==> src/rtl/hps_pkg.sv <==
// Shared definitions for the HPS divider: mode encodings, lane geometry,
// step counts and the control FSM states.
package hps_pkg;

    // Mode encodings, identical to the HPS 4x4 multiplier.
    localparam logic HPS_MODE_DUAL = 1'b0;
    localparam logic HPS_MODE_FULL = 1'b1;

    // Divisor widths: one 4-bit divisor in full mode, two 2-bit lane divisors in dual mode.
    localparam int HPS_FULL_DW   = 4;
    localparam int HPS_LANE_DW   = 2;
    localparam int HPS_NUM_LANES = 2;

    // One restoring step per dividend bit.
    localparam logic [3:0] HPS_STEPS_FULL = 4'd8;
    localparam logic [3:0] HPS_STEPS_DUAL = 4'd4;

    typedef enum logic [1:0] {
        ST_IDLE = 2'd0,
        ST_CALC = 2'd1,
        ST_DONE = 2'd2
    } hps_state_e;

endpackage

==> src/rtl/hps_div_8x4_if.sv <==
// Operand/result handshake bundle for the HPS 8x4 divider.
// master = producer/consumer side, slave = divider side.
interface hps_div_8x4_if;

    logic       in_valid;
    logic       in_ready;
    logic       mode;
    logic [7:0] dividend;
    logic [3:0] divisor;
    logic       out_valid;
    logic       out_ready;
    logic [7:0] quotient;
    logic [3:0] remainder;
    logic [1:0] div_by_zero;

    modport master (
        output in_valid, mode, dividend, divisor, out_ready,
        input  in_ready, out_valid, quotient, remainder, div_by_zero
    );

    modport slave (
        input  in_valid, mode, dividend, divisor, out_ready,
        output in_ready, out_valid, quotient, remainder, div_by_zero
    );

endinterface

==> src/rtl/hps_div_step.sv <==
// One combinational restoring-division step: shift the next dividend bit
// into the partial remainder, subtract the divisor if it fits.
// The remainder is DW+1 bits wide so the pre-subtract shifted value
// (< 2*D) never overflows.
module hps_div_step #(
    parameter int DW = 4
) (
    input  logic [DW:0]   i_rem,
    input  logic          i_bit,
    input  logic [DW-1:0] i_div,
    output logic [DW:0]   o_rem,
    output logic          o_q
);

    logic [DW+1:0] w_shift;
    logic [DW+1:0] w_diff;
    logic [DW+1:0] w_sel;
    logic          w_unused;

    assign w_shift = {i_rem, i_bit};
    assign w_diff  = w_shift - {2'b00, i_div};
    assign o_q     = (w_shift >= {2'b00, i_div});
    assign w_sel   = o_q ? w_diff : w_shift;
    assign o_rem   = w_sel[DW:0];

    // Top bit of the selected value is always zero while R < D holds.
    assign w_unused = w_sel[DW+1];

endmodule

==> src/rtl/hps_div_8x4.sv <==
// Sequential restoring divider, inverse of the HPS 4x4 multiplier.
// Full mode: 8-bit / 4-bit. Dual mode: two independent 4-bit / 2-bit lanes.
// The dividend register doubles as the quotient register: each step shifts
// a dividend bit out of the top of a lane and a quotient bit into its bottom.
module hps_div_8x4
    import hps_pkg::*;
(
    input  logic         clk,
    input  logic         rst,
    hps_div_8x4_if.slave io_bus
);

    hps_state_e r_state;
    hps_state_e w_next;

    logic                                    r_mode;
    logic [7:0]                              r_dd;
    logic [3:0]                              r_div;
    logic [HPS_FULL_DW:0]                    r_rem_f;
    logic [HPS_NUM_LANES-1:0][HPS_LANE_DW:0] r_rem_l;
    logic [3:0]                              r_cnt;
    logic [7:0]                              r_quot;
    logic [3:0]                              r_remo;
    logic [1:0]                              r_dbz;

    logic [HPS_FULL_DW:0]                    w_rf_nx;
    logic                                    w_qf;
    logic [HPS_NUM_LANES-1:0][HPS_LANE_DW:0] w_rl_nx;
    logic [HPS_NUM_LANES-1:0]                w_ql;
    logic [7:0]                              w_dd_nx;
    logic [7:0]                              w_res_q;
    logic [3:0]                              w_res_r;
    logic [1:0]                              w_res_z;
    logic                                    w_last;
    logic                                    w_unused;

    assign w_last = (r_cnt == 4'd1);

    // Full-precision step: 5-bit R against the whole 4-bit divisor.
    hps_div_step #(.DW(HPS_FULL_DW)) u_step_full (
        .i_rem (r_rem_f),
        .i_bit (r_dd[7]),
        .i_div (r_div),
        .o_rem (w_rf_nx),
        .o_q   (w_qf)
    );

    // Lane steps: 3-bit R per lane, no carries cross between lanes.
    for (genvar g = 0; g < HPS_NUM_LANES; g++) begin : g_lane
        hps_div_step #(.DW(HPS_LANE_DW)) u_step (
            .i_rem (r_rem_l[g]),
            .i_bit (r_dd[g*4+3]),
            .i_div (r_div[g*2 +: 2]),
            .o_rem (w_rl_nx[g]),
            .o_q   (w_ql[g])
        );
    end

    // After the last step R is below D, so the top remainder bits are zero.
    assign w_unused = ^{w_rf_nx[HPS_FULL_DW], w_rl_nx[1][HPS_LANE_DW], w_rl_nx[0][HPS_LANE_DW]};

    // Next shift value of the dividend/quotient register and the result
    // captured on the final step, with per-lane divide-by-zero override.
    always_comb begin
        w_dd_nx = {r_dd[6:4], w_ql[1], r_dd[2:0], w_ql[0]};
        w_res_q = w_dd_nx;
        w_res_r = {w_rl_nx[1][1:0], w_rl_nx[0][1:0]};
        w_res_z = 2'b00;
        if (r_mode == HPS_MODE_FULL) begin
            w_dd_nx = {r_dd[6:0], w_qf};
            w_res_q = w_dd_nx;
            w_res_r = w_rf_nx[3:0];
            if (r_div == 4'd0) begin
                w_res_q = 8'hFF;
                w_res_r = 4'h0;
                w_res_z = 2'b01;
            end
        end else begin
            for (int l = 0; l < HPS_NUM_LANES; l++) begin
                if (r_div[l*2 +: 2] == 2'b00) begin
                    w_res_q[l*4 +: 4] = 4'hF;
                    w_res_r[l*2 +: 2] = 2'b00;
                    w_res_z[l]        = 1'b1;
                end
            end
        end
    end

    // FSM state register.
    always_ff @(posedge clk or posedge rst) begin
        if (rst) r_state <= ST_IDLE;
        else     r_state <= w_next;
    end

    // Next state plus handshake decodes; ready/valid come straight from the state.
    always_comb begin
        w_next           = r_state;
        io_bus.in_ready  = 1'b0;
        io_bus.out_valid = 1'b0;
        case (r_state)
            ST_IDLE: begin
                io_bus.in_ready = 1'b1;
                if (io_bus.in_valid) w_next = ST_CALC;
            end
            ST_CALC: begin
                if (w_last) w_next = ST_DONE;
            end
            ST_DONE: begin
                io_bus.out_valid = 1'b1;
                if (io_bus.out_ready) w_next = ST_IDLE;
            end
            default: w_next = ST_IDLE;
        endcase
    end

    // Operand capture at acceptance, then one restoring step per CALC cycle.
    always_ff @(posedge clk or posedge rst) begin
        if (rst) begin
            r_mode  <= HPS_MODE_DUAL;
            r_dd    <= '0;
            r_div   <= '0;
            r_rem_f <= '0;
            r_rem_l <= '0;
            r_cnt   <= '0;
        end else begin
            case (r_state)
                ST_IDLE: begin
                    if (io_bus.in_valid) begin
                        r_mode  <= io_bus.mode;
                        r_dd    <= io_bus.dividend;
                        r_div   <= io_bus.divisor;
                        r_rem_f <= '0;
                        r_rem_l <= '0;
                        r_cnt   <= (io_bus.mode == HPS_MODE_FULL) ? HPS_STEPS_FULL : HPS_STEPS_DUAL;
                    end
                end
                ST_CALC: begin
                    r_dd  <= w_dd_nx;
                    r_cnt <= r_cnt - 4'd1;
                    if (r_mode == HPS_MODE_FULL) r_rem_f <= w_rf_nx;
                    else                         r_rem_l <= w_rl_nx;
                end
                default: ;
            endcase
        end
    end

    // Result registers: loaded on the last step, held until the next result.
    always_ff @(posedge clk or posedge rst) begin
        if (rst) begin
            r_quot <= '0;
            r_remo <= '0;
            r_dbz  <= '0;
        end else if (r_state == ST_CALC && w_last) begin
            r_quot <= w_res_q;
            r_remo <= w_res_r;
            r_dbz  <= w_res_z;
        end
    end

    assign io_bus.quotient    = r_quot;
    assign io_bus.remainder   = r_remo;
    assign io_bus.div_by_zero = r_dbz;

endmodule
==> src/flat_wrapper.sv <==
// flat-port wrapper written by rule: the top's interface ports become plain ports
module hps_div_8x4_flat import hps_pkg::*;
  (clk, rst, io_bus_in_valid, io_bus_mode, io_bus_dividend, io_bus_divisor, io_bus_out_ready, io_bus_in_ready, io_bus_out_valid, io_bus_quotient, io_bus_remainder, io_bus_div_by_zero);
  hps_div_8x4_if io_bus_i ();
  input  logic clk;
  input  logic rst;
  input wire logic [$bits(io_bus_i.in_valid)-1:0] io_bus_in_valid;
  input wire logic [$bits(io_bus_i.mode)-1:0] io_bus_mode;
  input wire logic [$bits(io_bus_i.dividend)-1:0] io_bus_dividend;
  input wire logic [$bits(io_bus_i.divisor)-1:0] io_bus_divisor;
  input wire logic [$bits(io_bus_i.out_ready)-1:0] io_bus_out_ready;
  output wire logic [$bits(io_bus_i.in_ready)-1:0] io_bus_in_ready;
  output wire logic [$bits(io_bus_i.out_valid)-1:0] io_bus_out_valid;
  output wire logic [$bits(io_bus_i.quotient)-1:0] io_bus_quotient;
  output wire logic [$bits(io_bus_i.remainder)-1:0] io_bus_remainder;
  output wire logic [$bits(io_bus_i.div_by_zero)-1:0] io_bus_div_by_zero;
  assign io_bus_i.in_valid = io_bus_in_valid;
  assign io_bus_i.mode = io_bus_mode;
  assign io_bus_i.dividend = io_bus_dividend;
  assign io_bus_i.divisor = io_bus_divisor;
  assign io_bus_i.out_ready = io_bus_out_ready;
  assign io_bus_in_ready = io_bus_i.in_ready;
  assign io_bus_out_valid = io_bus_i.out_valid;
  assign io_bus_quotient = io_bus_i.quotient;
  assign io_bus_remainder = io_bus_i.remainder;
  assign io_bus_div_by_zero = io_bus_i.div_by_zero;
  hps_div_8x4 u_core (.clk(clk), .rst(rst), .io_bus(io_bus_i));
endmodule
==> config.mk <==
export PLATFORM = sky130hd
export DESIGN_NAME = hps_div_8x4_flat
export DESIGN_NICKNAME = d
export VERILOG_FILES = /design/src/rtl/hps_pkg.sv /design/src/rtl/hps_div_8x4_if.sv /design/src/rtl/hps_div_step.sv /design/src/rtl/hps_div_8x4.sv /design/src/flat_wrapper.sv
export SDC_FILE = /design/constraint.sdc
export NUM_CORES = 1
export LEC_CHECK = 0
export ABC_AREA = 1
export BUFFER_PORTS_ARGS = -buffer_cell sky130_fd_sc_hd__buf_2
export CORE_UTILIZATION = 51
export CTS_CLUSTER_DIAMETER = 200
export CTS_CLUSTER_SIZE = 30
export DETAILED_ROUTE_END_ITERATION = 6
export PLACE_DENSITY = 0.75
export SLEW_MARGIN = 10
export SYNTH_ARGS = -nofsm -noshare
export SYNTH_HDL_FRONTEND = slang
export SYNTH_SLANG_ARGS = --single-unit
==> constraint.sdc <==
create_clock -name clk -period 1.8 [get_ports clk]
set_input_delay 0.09 -clock clk [delete_from_list [all_inputs] [get_ports clk]]
set_output_delay 0.09 -clock clk [all_outputs]
set_load 0.03 [all_outputs]
After elaboration in Yosys (flattened, before gate mapping)
Index checks and enable logic that the tools add are counted.
Storage, ports and cells
  register bits: 44
  logic and storage cells: 70
  output and inout bits: 16
  bits of input ports: 17
Operators by class
  $lt $le $gt $ge: 3
  add/subtract/negate cells: 4
  eq/ne operators: 8
  multiplexer cells: 33
  reductions and logical operators: 11
Operator list (number)
  two-way mux 4 bit: 6
  two-way mux 8 bit: 3
  two-way mux 5 bit: 4
  case mux 8 bit (2 select lines): 1
  two-way mux 2 bit: 6
  two-way mux 6 bit: 2
  case mux 6 bit (2 select lines): 1
  case mux 5 bit (2 select lines): 1
  AND reduction 3 bit: 3
  greater-or-equal comparator 4 x 2 -> 1 bit: 2
  case mux 4 bit (2 select lines): 1
  greater-or-equal comparator 6 x 4 -> 1 bit: 1
  logical NOT 2 bit: 3
  two-way mux 3 bit: 2
  != test 2 bit (second input constant): 3
  case mux 2 bit (3 select lines): 1
  subtractor 3 x 2 -> 3 bit: 2
  two-way mux 1 bit: 5
  subtractor 5 x 4 -> 5 bit: 1
  equality test 4 x 1 -> 1 bit (second input constant): 1
  logical NOT 4 bit: 1
  != test 2 x 1 -> 1 bit (second input constant): 2
  AND reduction 2 bit: 2
  subtractor 4 x 1 -> 4 bit (second input constant): 1
  other kinds (4): 4

Logic depth before layout (Yosys ltp)
Gate-level depths: netlist of the first run.
  depth in word-level cells: 4
  mapped depth: 12
  mapped depth without buffers: 12

Hierarchy
Synthesis of the first run repeated with hierarchy kept, for this count alone.
Second synthesis, totals
  cells, all modules: 356
  area, all modules: 2738.9 um^2
Modules (own cells, without submodules)
  hps_div_8x4: times used 1, seq. area each 1101.1 um^2, area each 2168.3 um^2, cells an instance 263
  hps_div_step (u_core.g_lane[0].u_step ...): times used 2, seq. area each 0.0 um^2, area each 142.6 um^2, cells an instance 24
  hps_div_step (u_core.u_step_full): times used 1, seq. area each 0.0 um^2, area each 285.3 um^2, cells an instance 45

Worst setup path after synthesis of the first run
OpenSTA, ideal clock, no wires.
  path type: reg-to-reg
  start point: register u_core.r_dd[7]
  end point: register u_core.r_rem_f[3]
  library setup time: 0.131 ns
  stages on the path, launching flop included: 13
  buffers on the path: 0
  arrival time: 1.679 ns
  data required time: 1.669 ns
  slack: -0.009 ns
  period minus slack after synthesis: 1.809 ns
  path through: dfrtp_1 inv_1 ha_1 inv_1 fa_1 nand2_1 nand2_1 nand2_4 nand3_4 nand2_1 nand2_1 nand2_1 o21ai_0
On the way
  word-level cells in the longest chain between the ends: 4
  elaborated cells between the ends (all ways): 5
  classes of those cells: 1 x add/sub; 1 x order compare; 3 x mux
Ends and longest elaborated chain
  start, declared: line hps_div_8x4.sv:17  | logic [7:0] r_dd;
  start signal, assigned: line hps_div_8x4.sv:130  | r_dd <= io_bus.dividend;
  start signal, assigned: line hps_div_8x4.sv:138  | r_dd <= w_dd_nx;
  subtractor 5 x 4 -> 5 bit or greater-or-equal comparator 6 x 4 -> 1 bit (tied branches): line hps_div_step.sv:21, hps_div_step.sv:22
  two-way mux 5 bit (*): line hps_div_step.sv:23  | assign w_sel = o_q ? w_diff : w_shift;
  two-way mux 5 bit (*): line hps_div_8x4.sv:140  | if (r_mode == HPS_MODE_FULL) r_rem_f <= w_rf_nx;
  case mux 5 bit (2 select lines) (*): line hps_div_8x4.sv:126  | case (r_state)
  end signal, assigned: line hps_div_8x4.sv:140
  end, declared: line hps_div_8x4.sv:19  | logic [HPS_FULL_DW:0] r_rem_f;
Mark *: on every way between the ends. The rest lies on a longest branch, timed or not. The select of a mux whose other input is x is not followed.
A chain may end at the register's enable or synchronous reset.

Worst setup path in the final report of the first run
  start point: register u_core.r_dd[7]
  end point: register u_core.r_rem_f[2]
Same word-level chain as after synthesis.

==> impl_metrics.tcl, run 1 <==
set metrics [dict create \
    synthTopCellsByArea "dfrtp_1, nand2_1, inv_1" \
    synth-warning-count 0 \
    worstHoldStart "io_bus_divisor[3]" \
    met3_length_um 353 \
    clockBufferDepth 2 \
    drv_cap 0 \
    worst_pin_slew_ns 0.749 \
    skew_ns 0.00876 \
    io_buffers 32 \
    max_stage_delay_ns 0.40 \
    dpl_cell_area_um2 2750 \
    globalplace.congestion 0.913 \
    fillCellCount 336 \
    yosys.area_share.simple_pct 22.7 \
    netlist.area_leader.share_pct 45.8 \
    hold_end "u_core.r_div[3]" \
    critPathBufInv 3 \
    grt_overflow 0 \
    r2r_slack_ns -0.12 \
    layoutNonFillerInstCount 404 \
    slowest_stage "dfrtp_1" \
    final_cell_mix "nand2_1, dfrtp_1, inv_1" \
    dr_total_vias 2278 \
    drt_iter0_drc 254 \
    ant_nets 0 \
    fin_nets 381 \
    clock.fmax_mhz 522 \
    post-place-cells 382 \
    drc 6 \
    worstSkewPairLatency_ns 0.31 \
    firstDrtPassIters 7 \
    period_share_pct 106 \
    ys_seq_area_share_pct 45.8 \
    clkSinkCount 44 \
    diodes 0 \
    ys.flop_type "dfrtp_1" \
    hold_depth 3 \
    final_common_cell "nand2_1" \
    critPathTopFamily "simple AND/OR/NAND/NOR gates" \
    maxSlewViolCount 0 \
    failed_checks "DRC, hold timing, setup timing" \
    ys_types 32 \
    hold_violations 1 \
    area.growth.synth_to_final_pct 30.5 \
    worstPathRequired_ns 2.00 \
    slew-limit-headroom_pct 49.8 \
    clkTransAtPathRegs_ns 0.09 \
    worst_r2r_path_depth 11 \
    worst_setup_path_start_kind "register" \
    cts_buffers 5 \
    cts_root_buffer "clkbuf_8" \
    fp.coreArea_um2 4440 \
    post-route-min-period_ns 1.92 \
    hold_ws_ns -0.00611 \
    routed_wl_mm 6.50 \
    die_x_um 70.7 \
    fin_ws_ns -0.115 \
    crit_path_max_fanout 6 \
    wl_per_cell_um 16.1 \
    hp-class "in -> reg" \
    ctsHtreeMaxLevel 2 \
    dp_hpwl_mm 4.17 \
    synth_compound_area_share_pct 13.5 \
    worst_ep_arrival_time_ns 2.12 \
    wl_met2_mm 3.25 \
    synth_nets 315 \
    die-area_um2 4990 \
    ys_ff_latch 44 \
    status "finished, violations left" \
    yosys.area.top_type "dfrtp_1" \
    synth_cells 285 \
    core.rowCount 24 \
    grt_max_degree 26 \
    multiInputGateArea_um2 1240 \
    synth_xor_area_share_pct 1.82 \
    regArea_um2 1100 \
    synth_top_family_by_area "simple AND/OR/NAND/NOR gates" \
    async_reset_ff_share_pct 100 \
    wl_met1_mm 2.68 \
    antenna_found_initial 0 \
    stdcell_area_um2 3140 \
    cts_tree "built" \
    grt_usage_pct 26.7 \
    synthMuxAreaShare_pct 0 \
    die_height_um 70.7 \
    netlist_area_um2 2400 \
    initial_core_util_pct 54.1 \
    crit_type "reg -> reg" \
    grt_pass1_wl_mm 10.2 \
    grt_pass1_vias 2127 \
    synth_edf_count 0 \
    setup_viol 10 \
    avgSynthCellArea_um2 8.44 \
    num_io_pins 33 \
    routed.top_layer "met4" \
    cp-end-kind "register" \
    crit_path_cell_trace "inv_2 > ha_4 > inv_2 > fa_2 > nand2_2 > nand2_2 > nand2_4 > buf_4 > nand4_1 > nand3_1 > nand2_1" \
    drive_gt1_share_pct 34.7 \
    reg2reg_to "u_core.r_rem_f[2]" \
    synthAdderAreaFrac_pct 7.70 \
    rsz0062_at_grt "yes" \
    drt-vias-per-instance 5.64 \
    r2r_start "u_core.r_dd[7]" \
]
layer usage:
metal  GRT usage (%)  up-vias
met5               0        -
met4            12.9        0
met3            3.85       24
met2            43.7       95
met1            35.4     1083
li1                -     1076
through the flow:
| step | util [%] | TNS (ns) | hold slack, ns | worst slack, ns |
|---|---|---|---|---|
| after floorplan | - | 0 | 0.176 | 0.000634 |
| after global placement | 61.8 | -0.143 | 0.155 | -0.0730 |
| after global routing | 70.6 | -1.01 | 0.0363 | -0.143 |
| final | 70.6 | -0.435 | -0.00611 | -0.115 |
| after detailed placement | 61.8 | -0.597 | 0.160 | -0.0969 |
| after CTS | 67.0 | 0 | 0.00212 | 0.0108 |
cell families (layout without fill, tap and decap cells):
logic type / after synthesis / after routing
AO/OA/AOI/OAI: 54 / 54
XOR/XNOR: 5 / 5
adder cells (fa/ha/maj): 13 / 13
buffers and inverters: 53 / 120
flip-flops: 44 / 44
AND/OR/NAND/NOR: 116 / 116
worst reg2reg max path, stage by stage, from the launching register on:
cell	delay (ns)
dfrtp_1	0.40
inv_2	0.12
ha_4	0.14
inv_2	0.04
fa_2	0.35
nand2_2	0.08
nand2_2	0.06
nand2_4	0.11
buf_4	0.12
nand4_1	0.15
nand3_1	0.16
nand2_1	0.06
synthesized netlist by cell type, types with 2 or more instances:
master / count
o31ai_1: 2
nand4_1: 8
nand2_2: 2
nor2_1: 13
nand2_4: 2
xnor2_1: 3
o211ai_1: 2
o22ai_1: 6
o21ai_0: 24
fa_1: 3
a221oi_1: 5
nand2_1: 60
o21ai_1: 4
inv_1: 44
buf_2: 2
xor2_1: 2
ha_1: 10
a21oi_1: 5
nor2_4: 2
nand3_1: 18
inv_2: 6
o21a_1: 2
dfrtp_1: 44
nor3_1: 5
nor2_2: 4
worst max-delay path by stage:
stage                                from                          to  cells after the start
after floorplan            u_core.r_dd[3]  u_core.io_bus.remainder[0]                     11
after global placement    u_core.r_div[2]  u_core.io_bus.remainder[3]                     10
after detailed placement   u_core.r_dd[7]  u_core.io_bus.remainder[3]                     11
after CTS                 u_core.r_div[0]  u_core.io_bus.remainder[0]                     10
after global routing       u_core.r_dd[7]           u_core.r_rem_f[3]                     12
final                      u_core.r_dd[7]           u_core.r_rem_f[2]                     11
sequential cells by signal (all words and copies together) (netlist names):
register,cells
u_core.io_bus.div_by_zero,2
u_core.io_bus.quotient,8
u_core.io_bus.remainder,4
u_core.r_cnt,4
u_core.r_dd,8
u_core.r_div,4
u_core.r_mode,1
u_core.r_rem_f,5
u_core.r_rem_l,6
u_core.r_state,2
layout make-up:
class,instances,area share (%)
repair buffers,62,13.1
clock buffers,7,3.07
multi-input cells,188,39.6
inverters,50,5.98
well taps,52,2.07
flip-flops and latches,44,35.2
clock inverters,1,0.957
repair_timing:
item / 4_1_cts / 5_1_grt
gates cloned: 0 / 0
hold endpoints to repair: 22 / 0
hold buffers: 4 / 0
pin swaps: 3 / 17
endpoints found under the setup margin: 13 / 12
gates resized for setup: 16 / 35
setup buffers: 3 / 7
Power of run 1 is not shown: default switching activity piles up to over one toggle a cycle in this logic, so the estimate is an artifact.
==> run 2: changes to the inputs <==
CORE_UTILIZATION = 54   (was 51)
CTS_BUF_LIST = sky130_fd_sc_hd__clkbuf_4   (was default)
PLACE_DENSITY = 0.79   (was 0.75)
==> impl_metrics.tcl, run 2 (same netlist as run 1, synthesis figures left out) <==
set metrics [dict create \
    status "finished, violations left" \
    failed_checks "setup timing" \
    cts_root_buffer "clkbuf_4" \
    ctsHtreeMaxLevel 2 \
    fp.coreArea_um2 4140 \
    clock.fmax_mhz 540 \
    maxSlewViolCount 0 \
    grt_usage_pct 27.3 \
    worst_ep_arrival_time_ns 2.15 \
    routed_wl_mm 5.73 \
    die-area_um2 4720 \
    multiInputGateArea_um2 1170 \
    grt_pass1_wl_mm 9.45 \
    hold_ws_ns 0.00887 \
    worst_setup_path_start_kind "register" \
    area.growth.synth_to_final_pct 23.4 \
    die_x_um 68.7 \
    wl_met2_mm 2.76 \
    worstSkewPairLatency_ns 0.35 \
    met3_length_um 324 \
    period_share_pct 103 \
    final_common_cell "nand2_1" \
    ant_nets 0 \
    dr_total_vias 2172 \
    io_buffers 32 \
    grt_overflow 0 \
    slew-limit-headroom_pct 47.5 \
    drc 0 \
    die_height_um 68.7 \
    drv_cap 0 \
    firstDrtPassIters 5 \
    fin_setup_tns_ns -0.288 \
    worst_pin_slew_ns 0.783 \
    fillCellCount 325 \
    grt_max_degree 25 \
    worstPathRequired_ns 2.10 \
    num_io_pins 33 \
    cp-end-kind "register" \
    clkTransAtPathRegs_ns 0.13 \
    drt-vias-per-instance 5.46 \
    wl_met1_mm 2.51 \
    diodes 0 \
    cts_buffers 5 \
    rsz0062_at_grt "yes" \
    skew_ns 0.00710 \
    grt_pass1_vias 2153 \
    routed.top_layer "met4" \
    globalplace.congestion 0.924 \
    post-route-min-period_ns 1.85 \
    crit_path_max_fanout 7 \
    cts_tree "built" \
    clkSinkCount 44 \
    antenna_found_initial 0 \
    hold_violations 0 \
    fin_ws_ns -0.0519 \
    drive_gt1_share_pct 29.3 \
    clockBufferDepth 2 \
    regArea_um2 1100 \
    initial_core_util_pct 58.0 \
    drt_iter0_drc 182 \
    dp_hpwl_mm 4.19 \
    hp-class "in -> reg" \
    finish.utilization_pct 71.6 \
    wl_per_cell_um 14.4 \
    core.rowCount 23 \
    setup_viol 9 \
    final_cell_mix "nand2_1, dfrtp_1, inv_1" \
    crit_type "reg -> reg" \
    fin_nets 377 \
]
[run 2: cell types whose count changed in the layout (fill, tap and decap cells not counted), sizes merged]
| cell | before | now |
|---|---|---|
| buf | 58 | 52 |
| dlygate4sd3 | 4 | 6 |
| bufinv | 1 | 0 |
| clkbuf | 7 | 6 |
| clkinv | 1 | 2 |
| clkinvlp | 0 | 1 |
[run 2: path summary, 6_finish.rpt]
check / from / cells after the start / end / slack (ns)
worst min register to register: u_core.io_bus.quotient[5] / 2 / u_core.io_bus.quotient[5] / 0.49
max in group asynchronous: rst / 4 / u_core.r_div[0] / 0.96
worst max-delay path: u_core.r_dd[7] / 11 / u_core.io_bus.remainder[1] / -0.05
min in group asynchronous: rst / 3 / u_core.io_bus.quotient[0] / 0.31
worst min-delay path: io_bus_dividend[7] / 3 / u_core.r_dd[7] / 0.009
worst max register to register: u_core.r_dd[7] / 11 / u_core.io_bus.remainder[1] / -0.05
[run 2: metal layers]
layer | up-vias | global-route usage [%]
met4 | 0 | 9.44
met3 | 16 | 5.10
met5 | - | 0
li1 | 1062 | -
met2 | 71 | 45.8
met1 | 1023 | 35.2
[run 2: worst max-delay path: stages (launching register included)]
cell and delay, ns:
dfrtp_1 0.40, inv_2 0.10, ha_4 0.13, inv_2 0.04
fa_2 0.41, nand2_2 0.08, nand2_2 0.07, nand2_4 0.10
nand3_4 0.13, nand2_2 0.13, nand3_2 0.07, a21oi_2 0.13
[run 2: layout make-up]
type                       instances  share of cell area (%)
multi-input combinational        188                    39.6
sequential                        44                    37.2
timing repair buffer              58                    12.9
inverter                          50                    6.33
tap                               50                    2.11
clock buffer                       6                    1.52
clock inverter                     2                   0.380
[run 2: repair_timing]
item / 4_1_cts / 5_1_grt
setup endpoints to repair: 12 / 14
pin swaps: 4 / 9
gates resized for setup: 11 / 23
endpoints found under the hold margin: 25 / 0
setup buffers: 3 / 1
hold buffers: 6 / 0
[run 2: metrics by stage]
stage / setup slack, ns / cells / area (µm²)
finish: -0.0519 / 398 / 2970
CTS: -0.0000961 / 397 / 2900
floorplan: 0.000634 / 285 / 2400
global placement: -0.0594 / 380 / 2740
detailed placement: -0.148 / 380 / 2740
global route: -0.165 / 398 / 2970
Power of run 2 is left out for the same reason.
==> run 3: changes to the inputs <==
ABC_AREA = default   (was 1)
CORE_UTILIZATION = 40   (was 54)
PLACE_DENSITY = default   (was 0.79)
==> impl_metrics.tcl, run 3 <==
set metrics [dict create \
    netlist.area_leader.share_pct 46.6 \
    skew_ns 0.0192 \
    cts_root_buffer "clkbuf_4" \
    final_cell_mix "buf_4, nand2_1, dfrtp_1" \
    hold_violations 0 \
    routed.top_layer "met4" \
    slew-limit-headroom_pct 66.8 \
    drc 0 \
    routed_wl_mm 6.39 \
    worstPathRequired_ns 2.08 \
    wl_met1_mm 2.99 \
    drv_cap 0 \
    clkSinkCount 44 \
    synth_nets 275 \
    irDropWorstVdd_mv 1.11 \
    status "finished, violations left" \
    hold_depth 3 \
    diodes 0 \
    ys_ff_latch 44 \
    ant_nets 0 \
    failed_checks "setup timing" \
    io_buffers 32 \
    synth_most_common_cell "nand2_1" \
    dp_hpwl_mm 4.44 \
    dpl_cell_area_um2 3000 \
    fin_ws_ns -0.284 \
    crit_path_max_fanout 4 \
    ys_top_cells_by_count "nand2_1, dfrtp_1, nor2_1, o21ai_0, a21oi_1" \
    grt_pass1_vias 2185 \
    drt_iter0_drc 143 \
    p_leak_nw 1.55 \
    dr_total_vias 2150 \
    worst_ep_arrival_time_ns 2.36 \
    cts_buffers 5 \
    grt_overflow 0 \
    setup_viol 17 \
    yosys.area.top_type "dfrtp_1" \
    clockBufferDepth 2 \
    fin_nets 375 \
    clock.fmax_mhz 480 \
    cts_tree "built" \
    grt_max_degree 45 \
    die_x_um 78.9 \
    ctsHtreeMaxLevel 2 \
    period_share_pct 116 \
    final_common_cell "buf_4" \
    die-area_um2 6220 \
    worst_setup_path_start_kind "register" \
    ys_types 44 \
    avgSynthCellArea_um2 9.64 \
    hold_ws_ns 0.0512 \
    met3_length_um 164 \
    synthTopCellsByArea "dfrtp_1, nand2_1, ha_1" \
    worst_r2r_path_depth 9 \
    p_per_area_nw_per_um2 2290 \
    synth_cells 245 \
    drive_gt1_share_pct 42.2 \
    fp.coreArea_um2 5610 \
    netlist_area_um2 2360 \
    globalplace.congestion 0.851 \
    synth-warning-count 0 \
    maxSlewViolCount 0 \
    initial_core_util_pct 42.1 \
    crit_type "reg -> reg" \
    worst_pin_slew_ns 0.494 \
    rsz0062_at_grt "yes" \
    ys.flop_type "dfrtp_1" \
    area.growth.synth_to_final_pct 44.6 \
    grt_pass1_wl_mm 10.5 \
    async_reset_ff_share_pct 100 \
    cp-end-kind "register" \
    worstSkewPairLatency_ns 0.36 \
    grt_usage_pct 21.9 \
    wl_met2_mm 3.13 \
    synth_edf_count 0 \
    wl_per_cell_um 15.3 \
    antenna_found_initial 0 \
    total_power_mw 7.82 \
    drt-vias-per-instance 5.14 \
    clkTransAtPathRegs_ns 0.14 \
    core.rowCount 27 \
    die_height_um 78.9 \
    hp-class "in -> reg" \
    num_io_pins 33 \
    post-route-min-period_ns 2.08 \
    ys_seq_area_share_pct 46.6 \
    firstDrtPassIters 4 \
    stdcell_area_um2 3420 \
]
[run 3: changes by cell type in the layout (fill, tap and decap cells not counted), sizes merged, moves of 8 or more]
cell   change
buf       +39
inv       -37
nand2     -19
nand3     -12
o21ai     -11
a21oi      +8
nand4      -8
[run 3: layer usage]
metal  vias to the layer above  GRT usage [%]
li1                       1068              -
met1                      1042           28.6
met2                        34           37.3
met3                         6           3.45
met4                         0           6.91
met5                         -              0
[run 3: area by class of cell]
cell class / count / area, µm²
Clock buffer: 5 / 37.5
Clock inverter: 3 / 18.8
Multi-Input combinational cell: 179 / 1380
Timing Repair Buffer: 103 / 743
Sequential cell: 44 / 1100
Fill cell: 490 / 2190
Inverter: 12 / 45.0
Tap cell: 72 / 90.1
[run 3: where the power goes]
group | internal, mW | switching, mW | leakage, nW | total, mW
clock | 0.148 | 0.352 | 0.0249 | 0.500
sequential | 1.46 | 0.426 | 0.523 | 1.89
combinational | 2.69 | 2.75 | 0.998 | 5.44
[run 3: final timing paths]
check / end / startpoint / slack (ns)
worst max-delay path: u_core.io_bus.remainder[3] / u_core.r_dd[7] / -0.28
worst min-delay path: u_core.r_dd[3] / io_bus_dividend[3] / 0.05
worst max register to register: u_core.io_bus.remainder[3] / u_core.r_dd[7] / -0.28
worst min register to register: u_core.io_bus.quotient[4] / u_core.io_bus.quotient[4] / 0.50
max in group asynchronous: u_core.r_div[0] / rst / 1.26
min in group asynchronous: u_core.r_rem_f[2] / rst / 0.27
[run 3: through the flow]
step | TNS, ns | std cells | util (%) | setup slack [ns]
finish | -2.40 | 418 | 60.9 | -0.284
floorplan | -0.456 | 245 | - | -0.138
detailed placement | -2.57 | 387 | 53.5 | -0.261
global placement | -2.20 | 387 | 53.5 | -0.232
global route | -3.86 | 418 | 60.9 | -0.333
CTS | -2.19 | 417 | 59.5 | -0.228
[run 3: cell families after synthesis]
logic type	share of synthesized area [%]
buffers and inverters	3.76
AND/OR/NAND/NOR	16.1
AO/OA/AOI/OAI	20.9
flip-flops	46.6
XOR/XNOR	1.85
multiplexers	2.97
adder cells (fa/ha/maj)	7.84
[run 3: timing repair]
action / CTS / global route
hold buffers: 12 / 0
endpoints found under the hold margin: 55 / 0
resized for setup: 20 / 17
pin swaps: 8 / 8
endpoints found under the setup margin: 17 / 26
setup buffers: 11 / 3
[run 3: worst max-delay path: stages, from the launching register on]
cell,delay [ns]
dfrtp_1,0.42
inv_2,0.11
ha_4,0.13
inv_2,0.03
fa_2,0.36
a2111o_1,0.36
mux2i_2,0.18
nor4_1,0.25
a21oi_1,0.09
o31ai_2,0.07
(Power assumes the default switching activity.)
